**src/rtl/alu_pkg.sv**
```systemverilog
// Shared definitions for the execute-stage ALU: default widths, opcode encodings
// and the registered flag bundle.
package alu_pkg;

    localparam int ALU_DATA_W  = 32;
    localparam int ALU_SHAMT_W = 1;

    localparam logic [3:0] OP_ADD = 4'b0000;
    localparam logic [3:0] OP_SUB = 4'b0001;
    localparam logic [3:0] OP_AND = 4'b0010;
    localparam logic [3:0] OP_OR  = 4'b0011;
    localparam logic [3:0] OP_XOR = 4'b0100;
    localparam logic [3:0] OP_NOT = 4'b0101;
    localparam logic [3:0] OP_SLA = 4'b0110;
    localparam logic [3:0] OP_SRA = 4'b0111;
    localparam logic [3:0] OP_SRL = 4'b1000;
    localparam logic [3:0] OP_ROL = 4'b1001;
    localparam logic [3:0] OP_ROR = 4'b1010;

    typedef struct packed {
        logic zero;
        logic carry;
    } alu_flags_t;

endpackage : alu_pkg

```
**src/rtl/alu_shifter.sv**
```systemverilog
// Combinational single-step shifter for the ALU: SLA/SRA/SRL, plus ROL/ROR
// when ALU_ROTATE_EN is defined. Any other opcode yields zero value and zero carry.
module alu_shifter
    import alu_pkg::*;
#(
    parameter int DATA_W  = ALU_DATA_W,
    parameter int SHAMT_W = ALU_SHAMT_W
) (
    input  logic [DATA_W-1:0]  a_i,
    input  logic [SHAMT_W-1:0] s_i,
    input  logic [3:0]         op_i,
    output logic [DATA_W-1:0]  shifted_o,
    output logic               shift_out_o
);

    // One guard bit beside the operand catches the last bit shifted out;
    // with s=0 the guard bit stays 0, which is exactly the required carry.
    logic [DATA_W:0] sla_ext;
    logic [DATA_W:0] sra_ext;
    logic [DATA_W:0] srl_ext;

    assign sla_ext = {1'b0, a_i} << s_i;
    assign sra_ext = $signed({a_i, 1'b0}) >>> s_i;
    assign srl_ext = {a_i, 1'b0} >> s_i;

`ifdef ALU_ROTATE_EN
    logic [DATA_W-1:0] rol_val;
    logic [DATA_W-1:0] ror_val;
    logic [31:0]       back_amt;
    logic              rot_active;

    assign back_amt   = 32'(DATA_W) - 32'(s_i);
    assign rol_val    = (a_i << s_i) | (a_i >> back_amt);
    assign ror_val    = (a_i >> s_i) | (a_i << back_amt);
    assign rot_active = (s_i != '0);
`endif

    // NOTE: every output gets a default before the case so no latch is inferred.
    always_comb begin
        shifted_o   = '0;
        shift_out_o = 1'b0;
        case (op_i)
            OP_SLA: begin
                shifted_o   = sla_ext[DATA_W-1:0];
                shift_out_o = sla_ext[DATA_W];
            end
            OP_SRA: begin
                shifted_o   = sra_ext[DATA_W:1];
                shift_out_o = sra_ext[0];
            end
            OP_SRL: begin
                shifted_o   = srl_ext[DATA_W:1];
                shift_out_o = srl_ext[0];
            end
`ifdef ALU_ROTATE_EN
            OP_ROL: begin
                shifted_o   = rol_val;
                shift_out_o = rot_active & rol_val[0];
            end
            OP_ROR: begin
                shifted_o   = ror_val;
                shift_out_o = rot_active & ror_val[DATA_W-1];
            end
`endif
            default: ;
        endcase
    end

endmodule : alu_shifter

```
**src/rtl/alu_core.sv**
```systemverilog
// Registered execute-stage ALU: add/sub, logic, NOT and shifts with zero/carry flags.
// Define ALU_ROTATE_EN to add ROL/ROR on opcodes 1001/1010.
module alu_core
    import alu_pkg::*;
#(
    parameter int DATA_W  = ALU_DATA_W,
    parameter int SHAMT_W = ALU_SHAMT_W
) (
    input  logic               clk,
    input  logic               rst,
    input  logic [DATA_W-1:0]  operandA,
    input  logic [DATA_W-1:0]  operandB,
    input  logic [3:0]         aluOp,
    input  logic               enable,
    input  logic [SHAMT_W-1:0] shiftAmount,
    output logic [DATA_W-1:0]  res,
    output logic               zeroFlag,
    output logic               carryFlag
);

    logic [DATA_W:0]   sum_ext;
    logic [DATA_W:0]   diff_ext;
    logic [DATA_W-1:0] shift_val;
    logic              shift_out;
    logic [DATA_W-1:0] alu_res;
    logic              alu_carry;

    logic [DATA_W-1:0] res_d;
    logic [DATA_W-1:0] res_q;
    alu_flags_t        flags_d;
    alu_flags_t        flags_q;

    // Bit DATA_W of the widened difference is set exactly when A < B unsigned.
    assign sum_ext  = {1'b0, operandA} + {1'b0, operandB};
    assign diff_ext = {1'b0, operandA} - {1'b0, operandB};

    alu_shifter #(
        .DATA_W  (DATA_W),
        .SHAMT_W (SHAMT_W)
    ) u_shifter (
        .a_i         (operandA),
        .s_i         (shiftAmount),
        .op_i        (aluOp),
        .shifted_o   (shift_val),
        .shift_out_o (shift_out)
    );

    // Shift, rotate and unused opcodes all come from the shifter, which
    // returns zero value and zero carry for anything it does not implement.
    always_comb begin
        alu_res   = '0;
        alu_carry = 1'b0;
        case (aluOp)
            OP_ADD: {alu_carry, alu_res} = sum_ext;
            OP_SUB: {alu_carry, alu_res} = diff_ext;
            OP_AND: alu_res = operandA & operandB;
            OP_OR:  alu_res = operandA | operandB;
            OP_XOR: alu_res = operandA ^ operandB;
            OP_NOT: alu_res = ~operandA;
            default: begin
                alu_res   = shift_val;
                alu_carry = shift_out;
            end
        endcase
    end

    always_comb begin
        res_d   = res_q;
        flags_d = flags_q;
        if (enable) begin
            res_d         = alu_res;
            flags_d.zero  = (alu_res == '0);
            flags_d.carry = alu_carry;
        end
    end

    // NOTE: sequential state uses non-blocking assignments so every register
    // samples the pre-edge values regardless of statement order.
    always_ff @(posedge clk or posedge rst) begin
        if (rst) begin
            res_q   <= '0;
            flags_q <= '0;
        end else begin
            res_q   <= res_d;
            flags_q <= flags_d;
        end
    end

    assign res       = res_q;
    assign zeroFlag  = flags_q.zero;
    assign carryFlag = flags_q.carry;

endmodule : alu_core

```
**config.mk**
```make
export PLATFORM = sky130hd
export DESIGN_NAME = alu_core
export DESIGN_NICKNAME = d
export VERILOG_FILES = /design/src/rtl/alu_pkg.sv /design/src/rtl/alu_shifter.sv /design/src/rtl/alu_core.sv
export SDC_FILE = /design/constraint.sdc
export NUM_CORES = 1
export LEC_CHECK = 0
export BUFFER_PORTS_ARGS = -buffer_cell sky130_fd_sc_hd__buf_2
export CAP_MARGIN = 20
export CORE_MARGIN = 2
export CORE_UTILIZATION = 51
export CTS_BUF_LIST = sky130_fd_sc_hd__clkbuf_4
export DETAILED_ROUTE_END_ITERATION = 16
export HOLD_SLACK_MARGIN = 0.02
export PLACE_DENSITY = 0.72
export SLEW_MARGIN = 20
export SYNTH_ARGS = -nofsm -noshare
export SYNTH_HDL_FRONTEND = slang
export SYNTH_SLANG_ARGS = --single-unit
```
**constraint.sdc**
```tcl
create_clock -name clk -period 1.2 [get_ports clk]
set_input_delay 0.24 -clock clk [delete_from_list [all_inputs] [get_ports clk]]
set_output_delay 0.24 -clock clk [all_outputs]
set_load 0.02 [all_outputs]
```
==> key figures, run 1 <==
Synthesis
  – Register area share after synthesis: 0.104
  – Yosys warnings: 0
  – Synth Cell Area: 8190 sq um
  – Post-synth top flop: dfrtp_1
  – Area share of the largest cell type after synthesis: 0.160
  – Synth unique cells: 87
  – Mapped Cells: 1,193
  – Ranking of synthesized cells by area: ha_1, dfrtp_1, a21oi_1
  – Ys async rst share: 1.00
  – Syn_area_per_cell: ~6.9 sq um
  – EDFF count, synth: 0
  – Yosys reg bits: 34
  – Post-synth top area cell: ha_1
  – Post-Syn Nets: 1,372

Global route
  – Largest net degree at the start of global routing: between 40 and 50
  – Grt total ovfl: 250
  – GRT Total Usage: 0.837

Place
  – Place WS: -2.42 ns
  – Placed Cells: 1,879
  – DP Wirelength: 32.9 mm
  – IO Port Bufs: 105
  – Global placement routability congestion: 1.11

Clock tree
  – H-tree levels: 2
  – Clock Sinks: 34
  – Clock Tree Root: clkbuf_4
  – Num CTS Buffers: 5
  – Clk buf depth: 2

Die
  – Std cell rows: 46
  – Effective utilization at floorplan: 0.519
  – Die Y: around 130 microns
  – # IOs: ~110
  – Die width: 131 microns

Run status
  – Status: stopped before the end
  – Tool Error: [ERROR GRT-0232] Routing congestion too high. Check the congestion heatmap in the GUI.
  – Exit stage: global routing

STA
  – GR repair worst EP: zeroFlag$_DFFE_PP0P_/D
  – Worst_ep kind: register input
synthesized netlist by cell type, types with 6 or more instances:
| library cell | instances |
|---|---|
| nor2_1 | 138 |
| a21oi_1 | 109 |
| ha_1 | 105 |
| inv_1 | 101 |
| o21ai_0 | 83 |
| nand2_1 | 70 |
| clkbuf_1 | 64 |
| nor3_1 | 42 |
| dfrtp_1 | 34 |
| nand3_1 | 29 |
| a221oi_1 | 28 |
| o22ai_1 | 24 |
| nor4_1 | 23 |
| a211oi_1 | 22 |
| a31oi_1 | 19 |
| o31ai_1 | 19 |
| nand2b_1 | 13 |
| o211ai_1 | 13 |
| nor2b_1 | 12 |
| o21a_1 | 12 |
| o221ai_1 | 12 |
| mux2_2 | 11 |
| a21o_1 | 10 |
| buf_2 | 10 |
| nand4_1 | 10 |
| and2_1 | 7 |
| nand3b_1 | 7 |
| o31a_1 | 7 |
| a2111oi_0 | 6 |
| buf_1 | 6 |
| mux2i_1 | 6 |
| or3_1 | 6 |
repair_timing:
item                                    in CTS
hold buffers                                 1
pin swaps                                   86
endpoints found under the setup margin      34
buffers inserted                            53
hold endpoints to repair                    34
resized for setup                          221
cells by family after synthesis:
kind of cell | Yosys count | share of synthesized area
fa+ha+maj | 107 | 0.165
buf+inv | 184 | 0.0868
mux | 19 | 0.0252
compound gates | 453 | 0.380
flops | 34 | 0.104
xor+xnor | 4 | 0.00428
simple gates | 392 | 0.234
metrics by stage:
step,hold WS (ns),area (sq um)
2_1_floorplan,0.382,8880
3_3_place_gp,0.337,12600
3_5_place_dp,0.347,12600
4_1_cts,0.436,14000
per-layer routing:
layer,GRT overflow,global-route usage
met3,9,0.717
met2,134,0.981
met5,0,0.332
met1,2,0.816
met4,105,0.886
==> inputs of run 2 (changes only) <==
--- a/config.mk
+++ b/config.mk
@@ -8,11 +8,9 @@
 export BUFFER_PORTS_ARGS = -buffer_cell sky130_fd_sc_hd__buf_2
 export CAP_MARGIN = 20
 export CORE_MARGIN = 2
-export CORE_UTILIZATION = 51
-export CTS_BUF_LIST = sky130_fd_sc_hd__clkbuf_4
+export CORE_UTILIZATION = 36
 export DETAILED_ROUTE_END_ITERATION = 16
-export HOLD_SLACK_MARGIN = 0.02
-export PLACE_DENSITY = 0.72
+export PLACE_DENSITY_LB_ADDON = 0.15
 export SLEW_MARGIN = 20
 export SYNTH_ARGS = -nofsm -noshare
 export SYNTH_HDL_FRONTEND = slang
==> run 2 against run 1 <==
The flow now finishes, with violations (negative setup slack). Synthesized area did not move. Synthesized cell count did not move.
==> key figures, run 2 <==
Run status
  – Status: finished, violations left (was stopped before the end)
  – Violations in the final reports: negative setup slack

Final layout
  – Nets: 1,943
  – Final Instance Area: between 15,000 and 20,000 sq um
  – Multi-input gate area: slightly above 8000 sq um
  – Largest register FFs: 32
  – Non-Filler Instances: 2,050
  – Sequential cell area: ~850 sq um
  – Most common cell after layout, fill and taps aside: buf_4
  – Fill count: 1,956
  – Synth-to-Final Area Change: 84.9%
  – Most frequent cells in the layout: buf_4, nor2_1, buf_2
  – Ant diodes: 0
  – Layout cell share with drive strength beyond 1: 0.514

STA
  – Final worst path period share: 2.68
  – Fin Setup TNS: -46.72 ns
  – Pins over their slew limit: 0
  – Highest Clock Rate: between 300 and 400 MHz
  – Worst Clk Skew: 0 ns
  – Slew HR: 0.478
  – Period minus WS final: 3.21 ns
  – RSZ-0062 raised after global routing: yes
  – Final hold vios: 0
  – Slew @ Worst Pin: ~0.8 ns
  – Final setup margin: -2.01 ns
  – Finish-stage setup viols: 34

Place
  – DP Wirelength: 35.3 mm (was 32.9 mm)
  – IO Port Bufs: 105 (unchanged)
  – Placed Cells: 1,974 (was 1,879)
  – Placement Cell Area: 13,000 sq um (was 12,600 sq um)
  – Global placement routability congestion: 1.01 (was 1.11)

Die
  – Die Y: 155 microns (was 131 microns)
  – # IOs: 106 (unchanged)
  – Core ar.: 22,500 sq um
  – Std cell rows: 55 (was 46)
  – Effective utilization at floorplan: 0.364 (was 0.519)
  – Die width: 155 microns (was 131 microns)
  – Die area: 24,000 sq um

Worst setup path
  – Crit-path cells: buf_12, inv_16, ha_4, inv_2, fa_2, nor2b_4, o311ai_4, buf_6, a2111oi_4, buf_4, or4_4, a21oi_2, nor2_2, o311ai_2, a2bb2oi_2, nor4_2, nand4_1, o41ai_2
  – Crit path capture type: flop
  – R2R setup slack: 0.34 ns
  – Critical path endpoint: zeroFlag$_DFFE_PP0P_
  – Delay of the slowest cell on the worst path: around 0.47 ns
  – Critical path peak fanout: 4
  – Critical path data arrival time: between 3 and 4 ns
  – Critical path buffers and inverters: 5
  – Worst r2r path cells: 2
  – Startpoint class of the critical path: input port
  – Critical path class: in -> reg
  – CP Depth: 18
  – FF-to-FF Start: res[14]$_DFFE_PP0P_
  – CP required: 1.38 ns
  – CP startpoint: operandA[0]
  – Slowest CP cell: or4_4
  – Worst r2r dst: res[14]$_DFFE_PP0P_
  – Worst path top cell family by delay: simple AND/OR/NAND/NOR gates

Detailed routing
  – Number of detailed-route iterations in the first pass: 6
  – DR iter-0 viols: ~1,200
  – Number of remaining DRC errors: 0
  – Vias: 12,100
  – Routed WL per cell: roughly 22 microns
  – Final Routed Wirelength: 44.2 mm
  – Detail Route Antenna Nets: 0
  – Via/cell ratio: 5.89

Synthesis
  – Post-synth top area cell: ha_1 (unchanged)
  – Synth Cell Area: 8190 sq um (unchanged)
  – Synth unique cells: 87 (unchanged)
  – Syn_area_per_cell: 6.86 sq um (unchanged)
  – Yosys reg bits: 34 (unchanged)
  – Most frequent cells after synthesis: nor2_1, a21oi_1, ha_1 (unchanged)
  – Register area share after synthesis: 0.104 (unchanged)
  – Post-Syn Nets: 1,372 (unchanged)
  – Ranking of synthesized cells by area: ha_1, dfrtp_1, a21oi_1 (unchanged)
  – EDFF count, synth: 0 (unchanged)
  – Ys async rst share: 1.00 (unchanged)
  – Area share of the largest cell type after synthesis: 0.160 (unchanged)
  – Yosys warnings: 0 (unchanged)
  – Post-synth top flop: dfrtp_1 (unchanged)
  – Mapped Cells: 1,193 (unchanged)
  – Count leader, synth: nor2_1 (unchanged)

Run
  – Max_cap viols: 0

Clock tree
  – CTS tree: built
  – Num CTS Buffers: 5 (unchanged)
  – Worst-path clk slew: 0.05 ns
  – Clk buf depth: 2 (unchanged)
  – Clk Latency, worst-skew pair: 0.27 ns
  – H-tree levels: 2 (unchanged)
  – Clock Tree Root: clkbuf_16 (was clkbuf_4)
  – Clock Sinks: 34 (unchanged)

Global route
  – Largest net degree at the start of global routing: 42
  – Vias in the first global route: ~11,000
  – First-pass GRT wire length: 66.0 mm
  – Grt total ovfl: 0
  – GRT Total Usage: 0.354
  – Initial antenna violation count: 0

Power
  – Static leakage: about 0.0070 uW
  – Worst vdd ir: 768 uV
  – Pwr Density: 667 nW/um^2

Worst hold path
  – Min-delay worst type: reg -> reg
  – Hold path cells: 1
[run 2: where the power goes]
part           switching, uW  leakage [uW]  internal (uW)
Combinational           3880       0.00653           3540
Sequential              94.9      0.000410           1330
Clock                    430     0.0000739            821
[run 2: timing repair]
item | CTS | global route
gates cloned | 0 | 1
hold endpoints to repair | 3 | 0
gates resized for setup | 208 | 114
buffers inserted | 55 | 34
pin swaps | 84 | 74
hold buffers | 1 | 0
endpoints found under the setup margin | 34 | 34
[run 2: layout make-up]
cell class / count / share of cell area
clock buffer: 7 / 0.00942
clock inverter: 1 / 0.000330
inverter: 103 / 0.0293
multi-input combinational: 975 / 0.544
sequential: 34 / 0.0562
tap: 285 / 0.0235
timing repair buffer: 645 / 0.337
[run 2: routing by layer]
| metal | track usage | up-vias | wire, microns |
|---|---|---|---|
| met5 | 0 | - | 0 |
| met4 | 0.130 | 0 | 1660 |
| met3 | 0.0328 | 118 | 3860 |
| met2 | 0.553 | 645 | 19200 |
| met1 | 0.505 | 5694 | 19400 |
| li1 | - | 5614 | - |
[run 2: cell families (layout without fill, tap and decap cells)]
logic type	count (synthesis)	in the layout	synth area share
multiplexers	19	19	0.0252
flip-flops	34	34	0.104
XOR/XNOR	4	4	0.00428
buffers and inverters	184	756	0.0868
adder cells (fa/ha/maj)	107	107	0.165
AND/OR/NAND/NOR	392	392	0.234
AO/OA/AOI/OAI	453	453	0.380
[run 2: through the flow]
stage / setup slack [ns] / power, uW / utilization / hold slack, ns
after floorplan: -1.94 / 4450 / - / 0.382
after global placement: -2.55 / 7500 / 0.578 / 0.295
after detailed placement: -2.52 / 7520 / 0.578 / 0.294
after CTS: -1.92 / 9540 / 0.641 / 0.479
after global routing: -2.13 / 10600 / 0.673 / 0.502
final: -2.01 / 10100 / 0.673 / 0.473
[run 2: worst min-delay path by stage]
stage	from	endpoint	slack, ns
6_report	res[26]$_DFFE_PP0P_	res[26]$_DFFE_PP0P_	0.47
5_1_grt	res[0]$_DFFE_PP0P_	res[0]$_DFFE_PP0P_	0.50
3_3_place_gp	rst	res[25]$_DFFE_PP0P_	0.30
2_1_floorplan	rst	carryFlag$_DFFE_PP0P_	0.38
4_1_cts	res[26]$_DFFE_PP0P_	res[26]$_DFFE_PP0P_	0.48
3_5_place_dp	rst	res[25]$_DFFE_PP0P_	0.29
No activity file was read; power rests on OpenSTA's default activity.
==> inputs of run 3 (changes only) <==
==> constraint.sdc (replaced) <==
create_clock -name clk -period 1.2 [get_ports clk]
set_input_delay 0.12 -clock clk [delete_from_list [all_inputs] [get_ports clk]]
set_output_delay 0.12 -clock clk [all_outputs]
set_load 0.02 [all_outputs]
==> run 3 against run 2 <==
The flow still finishes with violations (negative setup slack). Setup slack gained 0.024 ns. Cell count shrank 0.73%. Combinational power shrank 0.5%. Routed wire length shrank 1.1%. Clock-buffer cell count is the same. Utilization shrank 0.52 points. Register-to-register slack is essentially flat. Maximum frequency grew 0.77%. Clock power is essentially flat. Power shrank 0.37%. Highest routed layer is now met5.
==> key figures, run 3 (same netlist as run 2, synthesis figures left out) <==
Run status
  – Status: finished, violations left (unchanged)
  – Violations in the final reports: negative setup slack (unchanged)

Worst setup path
  – CP required: 1.36 ns (was 1.38 ns)
  – Critical path class: in -> reg (unchanged)
  – Critical path data arrival time: 3.35 ns (was 3.39 ns)
  – Slowest CP cell: or4_4 (unchanged)
  – Delay of the slowest cell on the worst path: 0.54 ns (was 0.47 ns)
  – Most used cell, CP: buf_12
  – Crit path capture type: flop (unchanged)
  – Worst r2r dst: res[14]$_DFFE_PP0P_ (unchanged)
  – Critical path peak fanout: 4 (unchanged)
  – R2R setup slack: 0.34 ns (about the same)
  – Worst r2r path cells: 2 (unchanged)
  – FF-to-FF Start: res[14]$_DFFE_PP0P_ (unchanged)
  – Startpoint class of the critical path: input port (unchanged)
  – Crit-path cells: buf_12, inv_12, ha_4, or4_4, or3_4, buf_12, nor2_4, a221oi_4, a311oi_4, nor2_2, o41a_1, nand4_1, a21oi_2, a211oi_2, buf_4, o41ai_2 (was buf_12, inv_16, ha_4, inv_2, fa_2, nor2b_4, o311ai_4, buf_6, a2111oi_4, buf_4, or4_4, a21oi_2, nor2_2, o311ai_2, a2bb2oi_2, nor4_2, nand4_1, o41ai_2)

STA
  – Final hold vios: 0 (unchanged)
  – Highest Clock Rate: 313 MHz (was 311 MHz)
  – Worst Clk Skew: 0 ns (unchanged)
  – RSZ-0062 raised after global routing: yes (unchanged)
  – Pins over their slew limit: 0 (unchanged)
  – Slew HR: 0.423 (was 0.478)
  – Finish-stage setup viols: 34 (unchanged)
  – Final setup margin: -1.99 ns (was -2.01 ns)
  – Slew @ Worst Pin: 0.861 ns (was 0.782 ns)
  – Final worst path period share: 2.66 (was 2.68)
  – Period minus WS final: 3.19 ns (was 3.21 ns)

Worst hold path
  – Endpoint, Worst Hold: carryFlag$_DFFE_PP0P_ (was res[26]$_DFFE_PP0P_)
  – Min-delay src: operandB[31] (was res[26]$_DFFE_PP0P_)
  – Min-delay worst type: in -> reg (was reg -> reg)
  – Hold path cells: 4 (was 1)

Final layout
  – Nets: 1,928 (was 1,943)
  – Non-Filler Instances: 2,035 (was 2,050)
  – Synth-to-Final Area Change: 83.5% (was 84.9%)
  – Largest register FFs: 32 (unchanged)
  – Most frequent cells in the layout: buf_4, nor2_1, buf_2 (unchanged)
  – Layout cell share with drive strength beyond 1: 0.512 (was 0.514)
  – Most common cell after layout, fill and taps aside: buf_4 (unchanged)
  – Final Instance Area: 15,000 sq um (was 15,100 sq um)
  – Ant diodes: 0 (unchanged)
  – Fill count: 1,989 (was 1,956)

Die
  – Core ar.: 22,500 sq um (unchanged)
  – Die area: 24,000 sq um (unchanged)
  – # IOs: 106 (unchanged)
  – Die Y: 155 microns (unchanged)
  – Die width: 155 microns (unchanged)
  – Std cell rows: 55 (unchanged)
  – Effective utilization at floorplan: 0.364 (unchanged)

Global route
  – Vias in the first global route: 11,200 (was 11,400)
  – First-pass GRT wire length: 65.6 mm (was 66.0 mm)
  – Largest net degree at the start of global routing: 42 (unchanged)
  – Initial antenna violation count: 1 (was 0)
  – Grt total ovfl: 0 (unchanged)
  – GRT Total Usage: 0.349 (was 0.354)

Detailed routing
  – DR iter-0 viols: 1,320 (was 1,233)
  – Number of remaining DRC errors: 0 (unchanged)
  – Via/cell ratio: 5.92 (was 5.89)
  – Vias: 12,100 (about the same)
  – Final Routed Wirelength: 43.7 mm (was 44.2 mm)
  – Detail Route Antenna Nets: 0 (unchanged)
  – Number of detailed-route iterations in the first pass: 8 (was 6)
  – Routed WL per cell: 21.5 microns (about the same)

Place
  – Placement Cell Area: 12,900 sq um (was 13,000 sq um)
  – DP Wirelength: 35.3 mm (about the same)
  – Global placement routability congestion: 1.04 (was 1.01)
  – Placed Cells: 1,972 (was 1,974)
  – IO Port Bufs: 105 (unchanged)

Power
  – Static leakage: 0.00694 uW (was 0.00701 uW)
  – Overall power: 10,100 uW (about the same)
  – Pwr Density: 670 nW/um^2 (was 667 nW/um^2)
  – Worst vdd ir: 632 uV (was 768 uV)

Run
  – Max_cap viols: 0 (unchanged)

Clock tree
  – Num CTS Buffers: 5 (unchanged)
  – Clock Tree Root: clkbuf_16 (unchanged)
  – Clk Latency, worst-skew pair: 0.27 ns (about the same)
  – Clk buf depth: 2 (unchanged)
  – CTS tree: built (unchanged)
  – H-tree levels: 2 (unchanged)
  – Worst-path clk slew: 0.05 ns (about the same)
  – Clock Sinks: 34 (unchanged)
==> run 3: worst max path at each step <==
stage,to,slack [ns],cells past startpoint,startpoint
after floorplan,res[28]$_DFFE_PP0P_,-1.82,14,operandA[11]
after global placement,res[30]$_DFFE_PP0P_,-2.28,17,operandA[0]
after detailed placement,zeroFlag$_DFFE_PP0P_,-2.37,15,operandA[0]
after CTS,zeroFlag$_DFFE_PP0P_,-1.91,14,operandB[11]
after global routing,zeroFlag$_DFFE_PP0P_,-2.06,16,operandA[11]
final,zeroFlag$_DFFE_PP0P_,-1.99,16,operandA[11]
==> run 3: worst max-delay path, delay by kind of cell <==
family | cells | cell delay (ns)
and+or+nand+nor | 5 | 1.26
adders and majority gates | 1 | 0.23
AOI/OAI and AO/OA | 6 | 1.28
buffers and inverters | 4 | 0.43
==> run 3: timing repair <==
item                                    4_1_cts  5_1_grt
hold buffers                                  1        0
buffers inserted                             33       35
gates resized for setup                     194      123
endpoints found under the hold margin        34        0
pin swaps                                    69       68
endpoints found under the setup margin       34       34
==> run 3: metal layers <==
| layer | vias to the layer above | share of wire | track usage |
|---|---|---|---|
| met5 | - | 0.00027 | 0 |
| met4 | 2 | 0.035 | 0.113 |
| met3 | 96 | 0.077 | 0.0367 |
| met2 | 619 | 0.43 | 0.545 |
| met1 | 5751 | 0.45 | 0.501 |
| li1 | 5587 | - | - |
==> run 3: per-stage QoR <==
stage	hold WS (ns)	setup WS, ns	setup TNS [ns]	util
floorplan	0.262	-1.82	-33.66	-
global placement	0.230	-2.28	-54.19	0.575
detailed placement	0.242	-2.37	-55.30	0.575
CTS	0.378	-1.91	-41.20	0.632
global route	0.461	-2.06	-46.57	0.668
finish	0.387	-1.99	-44.07	0.668
==> run 3: layout make-up <==
type                    instances  area (sq um)  area share
repair buffers                630          4950       0.329
clock inverters                 1          5.00    0.000333
flip-flops and latches         34           851      0.0566
well taps                     285           357      0.0237
multi-input cells             975          8290       0.551
clock buffers                   7           143     0.00949
inverters                     103           439      0.0292
==> run 3: where the power goes <==
group / leakage (uW) / switching (uW) / internal (uW)
combinational: 0.00645 / 3880 / 3500
clock: 0.0000739 / 431 / 820
sequential: 0.000410 / 92.4 / 1330
==> inputs of run 4 (changes only) <==
--- a/config.mk
+++ b/config.mk
@@ -10,7 +10,9 @@
 export CORE_MARGIN = 2
 export CORE_UTILIZATION = 36
 export DETAILED_ROUTE_END_ITERATION = 16
+export HOLD_SLACK_MARGIN = 0.12
 export PLACE_DENSITY_LB_ADDON = 0.15
+export RECOVER_POWER = 100
 export SLEW_MARGIN = 20
 export SYNTH_ARGS = -nofsm -noshare
 export SYNTH_HDL_FRONTEND = slang
==> run 4 against run 3 <==
The flow still finishes with violations (negative setup slack). Global-route usage did not move. Cell count did not move. Worst hold slack improved by 0.00080 ns. Register-to-register slack about the same. Via count is 0.15% lower. Routed wire length fell by 0.13%.
==> key figures, run 4 (same netlist as run 2, synthesis figures left out) <==
Final layout
  – Non-Filler Instances: 2,035 (unchanged)
  – Ant diodes: 0 (unchanged)
  – Synth-to-Final Area Change: 83.0% (was 83.5%)
  – Largest register FFs: 32 (unchanged)
  – Most frequent cells in the layout: buf_4, nor2_1, ha_1 (was buf_4, nor2_1, buf_2)
  – Fill count: 2,013 (was 1,989)
  – Nets: 1,928 (unchanged)
  – Layout cell share with drive strength beyond 1: 0.493 (was 0.512)
  – Most common cell after layout, fill and taps aside: buf_4 (unchanged)

Die
  – Die Y: 155 microns (unchanged)
  – Core ar.: 22,500 sq um (unchanged)
  – Die area: 24,000 sq um (unchanged)
  – Effective utilization at floorplan: 0.364 (unchanged)
  – Std cell rows: 55 (unchanged)
  – # IOs: 106 (unchanged)
  – Die width: 155 microns (unchanged)

Power
  – Comb pwr share: 0.732 (was 0.734)
  – Pwr Density: 668 nW/um^2 (was 670 nW/um^2)
  – Internal: 5610 uW (was 5660 uW)
  – Static leakage: 0.00683 uW (was 0.00694 uW)
  – Net load switching power: 4400 uW (about the same)
  – Sw frac: 0.440 (was 0.438)
  – Clk pwr share: 0.125 (was 0.124)
  – Worst vdd ir: 628 uV (was 632 uV)
  – Sequential share of power: 0.143 (was 0.142)

Worst hold path
  – Hold path cells: 4 (unchanged)
  – Min-delay worst type: in -> reg (unchanged)
  – Endpoint, Worst Hold: carryFlag$_DFFE_PP0P_ (unchanged)
  – Min-delay src: operandB[31] (unchanged)

Worst setup path
  – Delay of the slowest cell on the worst path: 0.54 ns (about the same)
  – Crit path capture type: flop (unchanged)
  – Worst path top cell family by delay: compound AO/OA/AOI/OAI gates (unchanged)
  – Worst r2r path cells: 2 (unchanged)
  – Most used cell, CP: buf_12 (unchanged)
  – FF-to-FF Start: res[14]$_DFFE_PP0P_ (unchanged)
  – R2R setup slack: 0.33 ns (was 0.34 ns)
  – Slowest CP cell: or4_4 (unchanged)
  – CP required: 1.38 ns (was 1.36 ns)
  – Critical path data arrival time: 3.36 ns (was 3.35 ns)
  – Worst r2r dst: res[14]$_DFFE_PP0P_ (unchanged)
  – Critical path peak fanout: 4 (unchanged)
  – Critical path class: in -> reg (unchanged)
  – Crit-path cells: buf_12, inv_12, ha_4, or4_4, or3_4, buf_12, nor2_4, a221oi_4, a311oi_4, nor2_2, a21oi_1, nand2_1, a21oi_2, a211oi_2, buf_4, o41ai_2 (was buf_12, inv_12, ha_4, or4_4, or3_4, buf_12, nor2_4, a221oi_4, a311oi_4, nor2_2, o41a_1, nand4_1, a21oi_2, a211oi_2, buf_4, o41ai_2)
  – Critical path buffers and inverters: 4 (unchanged)
  – Startpoint class of the critical path: input port (unchanged)

Detailed routing
  – Detail Route Antenna Nets: 0 (unchanged)
  – Routed WL per cell: 21.4 microns (was 21.5 microns)
  – Via/cell ratio: 5.91 (was 5.92)
  – DR iter-0 viols: 1,306 (was 1,320)
  – Number of detailed-route iterations in the first pass: 6 (was 8)
  – Final Routed Wirelength: 43.6 mm (was 43.7 mm)
  – Number of remaining DRC errors: 0 (unchanged)
  – Vias: 12,000 (was 12,100)

Clock tree
  – Clk Latency, worst-skew pair: 0.27 ns (about the same)
  – CTS tree: built (unchanged)
  – Num CTS Buffers: 5 (unchanged)
  – Worst-path clk slew: 0.05 ns (about the same)
  – H-tree levels: 2 (unchanged)
  – Clk buf depth: 2 (unchanged)
  – Clock Tree Root: clkbuf_16 (unchanged)
  – Clock Sinks: 34 (unchanged)

Run
  – Max_cap viols: 0 (unchanged)

Place
  – DP Wirelength: 35.3 mm (unchanged)
  – Global placement routability congestion: 1.04 (unchanged)
  – Placed Cells: 1,972 (unchanged)
  – Place WS: -2.37 ns (unchanged)
  – IO Port Bufs: 105 (unchanged)

Global route
  – First-pass GRT wire length: 65.6 mm (unchanged)
  – Vias in the first global route: 11,200 (unchanged)
  – Largest net degree at the start of global routing: 42 (unchanged)
  – Grt total ovfl: 0 (unchanged)
  – Initial antenna violation count: 1 (unchanged)
  – GRT Total Usage: 0.349 (unchanged)

STA
  – Finish-stage setup viols: 33 (was 34)
  – Pins over their slew limit: 0 (unchanged)
  – Final worst path period share: 2.66 (about the same)
  – RSZ-0062 raised after global routing: yes (unchanged)
  – Slew @ Worst Pin: 0.853 ns (was 0.861 ns)
  – Worst hold margin: 0.388 ns (was 0.387 ns)
  – Highest Clock Rate: 314 MHz (was 313 MHz)
  – Slew HR: 0.429 (was 0.423)
  – Period minus WS final: 3.19 ns (about the same)
  – Final setup margin: -1.99 ns (about the same)
  – Worst Clk Skew: 0 ns (unchanged)
  – Final hold vios: 0 (unchanged)

Run status
  – Status: finished, violations left (unchanged)
  – Violations in the final reports: negative setup slack (unchanged)
[run 4: power groups by stage]
stage | registers [uW] | logic (uW) | clock network (uW)
after global placement | 1440 | 6040 | 0
after detailed placement | 1440 | 6060 | 0
after floorplan | 1680 | 2770 | 0
final | 1430 | 7320 | 1250
after CTS | 1430 | 6710 | 1280
after global routing | 1450 | 7770 | 1310
[run 4: how the worst max path moves through the flow]
stage | from | slack [ns] | endpoint | cells after the start
floorplan | operandA[11] | -1.82 | res[28]$_DFFE_PP0P_ | 14
global placement | operandA[0] | -2.28 | res[30]$_DFFE_PP0P_ | 17
detailed placement | operandA[0] | -2.37 | zeroFlag$_DFFE_PP0P_ | 15
CTS | operandB[11] | -1.91 | zeroFlag$_DFFE_PP0P_ | 14
global route | operandA[11] | -2.06 | zeroFlag$_DFFE_PP0P_ | 16
finish | operandA[11] | -1.99 | zeroFlag$_DFFE_PP0P_ | 16
[run 4: cell type report]
cell class                 count  area (sq um)  area share
timing repair buffer         630          4900       0.327
clock inverter                 1          5.00    0.000334
clock buffer                   7           143     0.00952
sequential                    34           851      0.0568
tap                          285           357      0.0238
inverter                     103           439      0.0293
multi-input combinational    975          8290       0.553
[run 4: stage by stage]
step	instance area [sq um]	power, uW	setup TNS, ns	util
3_3_place_gp	12900	7480	-54.19	0.575
4_1_cts	14200	9420	-41.20	0.632
3_5_place_dp	12900	7500	-55.30	0.575
5_1_grt	15000	10500	-46.57	0.666
6_report	15000	10000	-44.07	0.666
2_1_floorplan	8880	4450	-33.66	-
[run 4: worst min-delay path: stages]
cell	delay, ns
buf_2	0.10
ha_1	0.16
a211oi_1	0.07
a31oi_1	0.16
[run 4: timing repair]
| item | CTS | global route |
|---|---|---|
| hold buffers | 1 | 0 |
| endpoints found under the hold margin | 34 | 0 |
| setup endpoints to repair | 34 | 34 |
| gates resized for setup | 194 | 123 |
| buffers inserted | 33 | 35 |
| pin swaps | 69 | 68 |
[run 4: per-layer routing]
layer  share of wire  wire length, microns  GRT usage
met2            0.43                 18900      0.545
met3           0.080                  3490     0.0367
met1            0.45                 19600      0.501
met5         0.00028                    12          0
met4           0.037                  1610      0.113
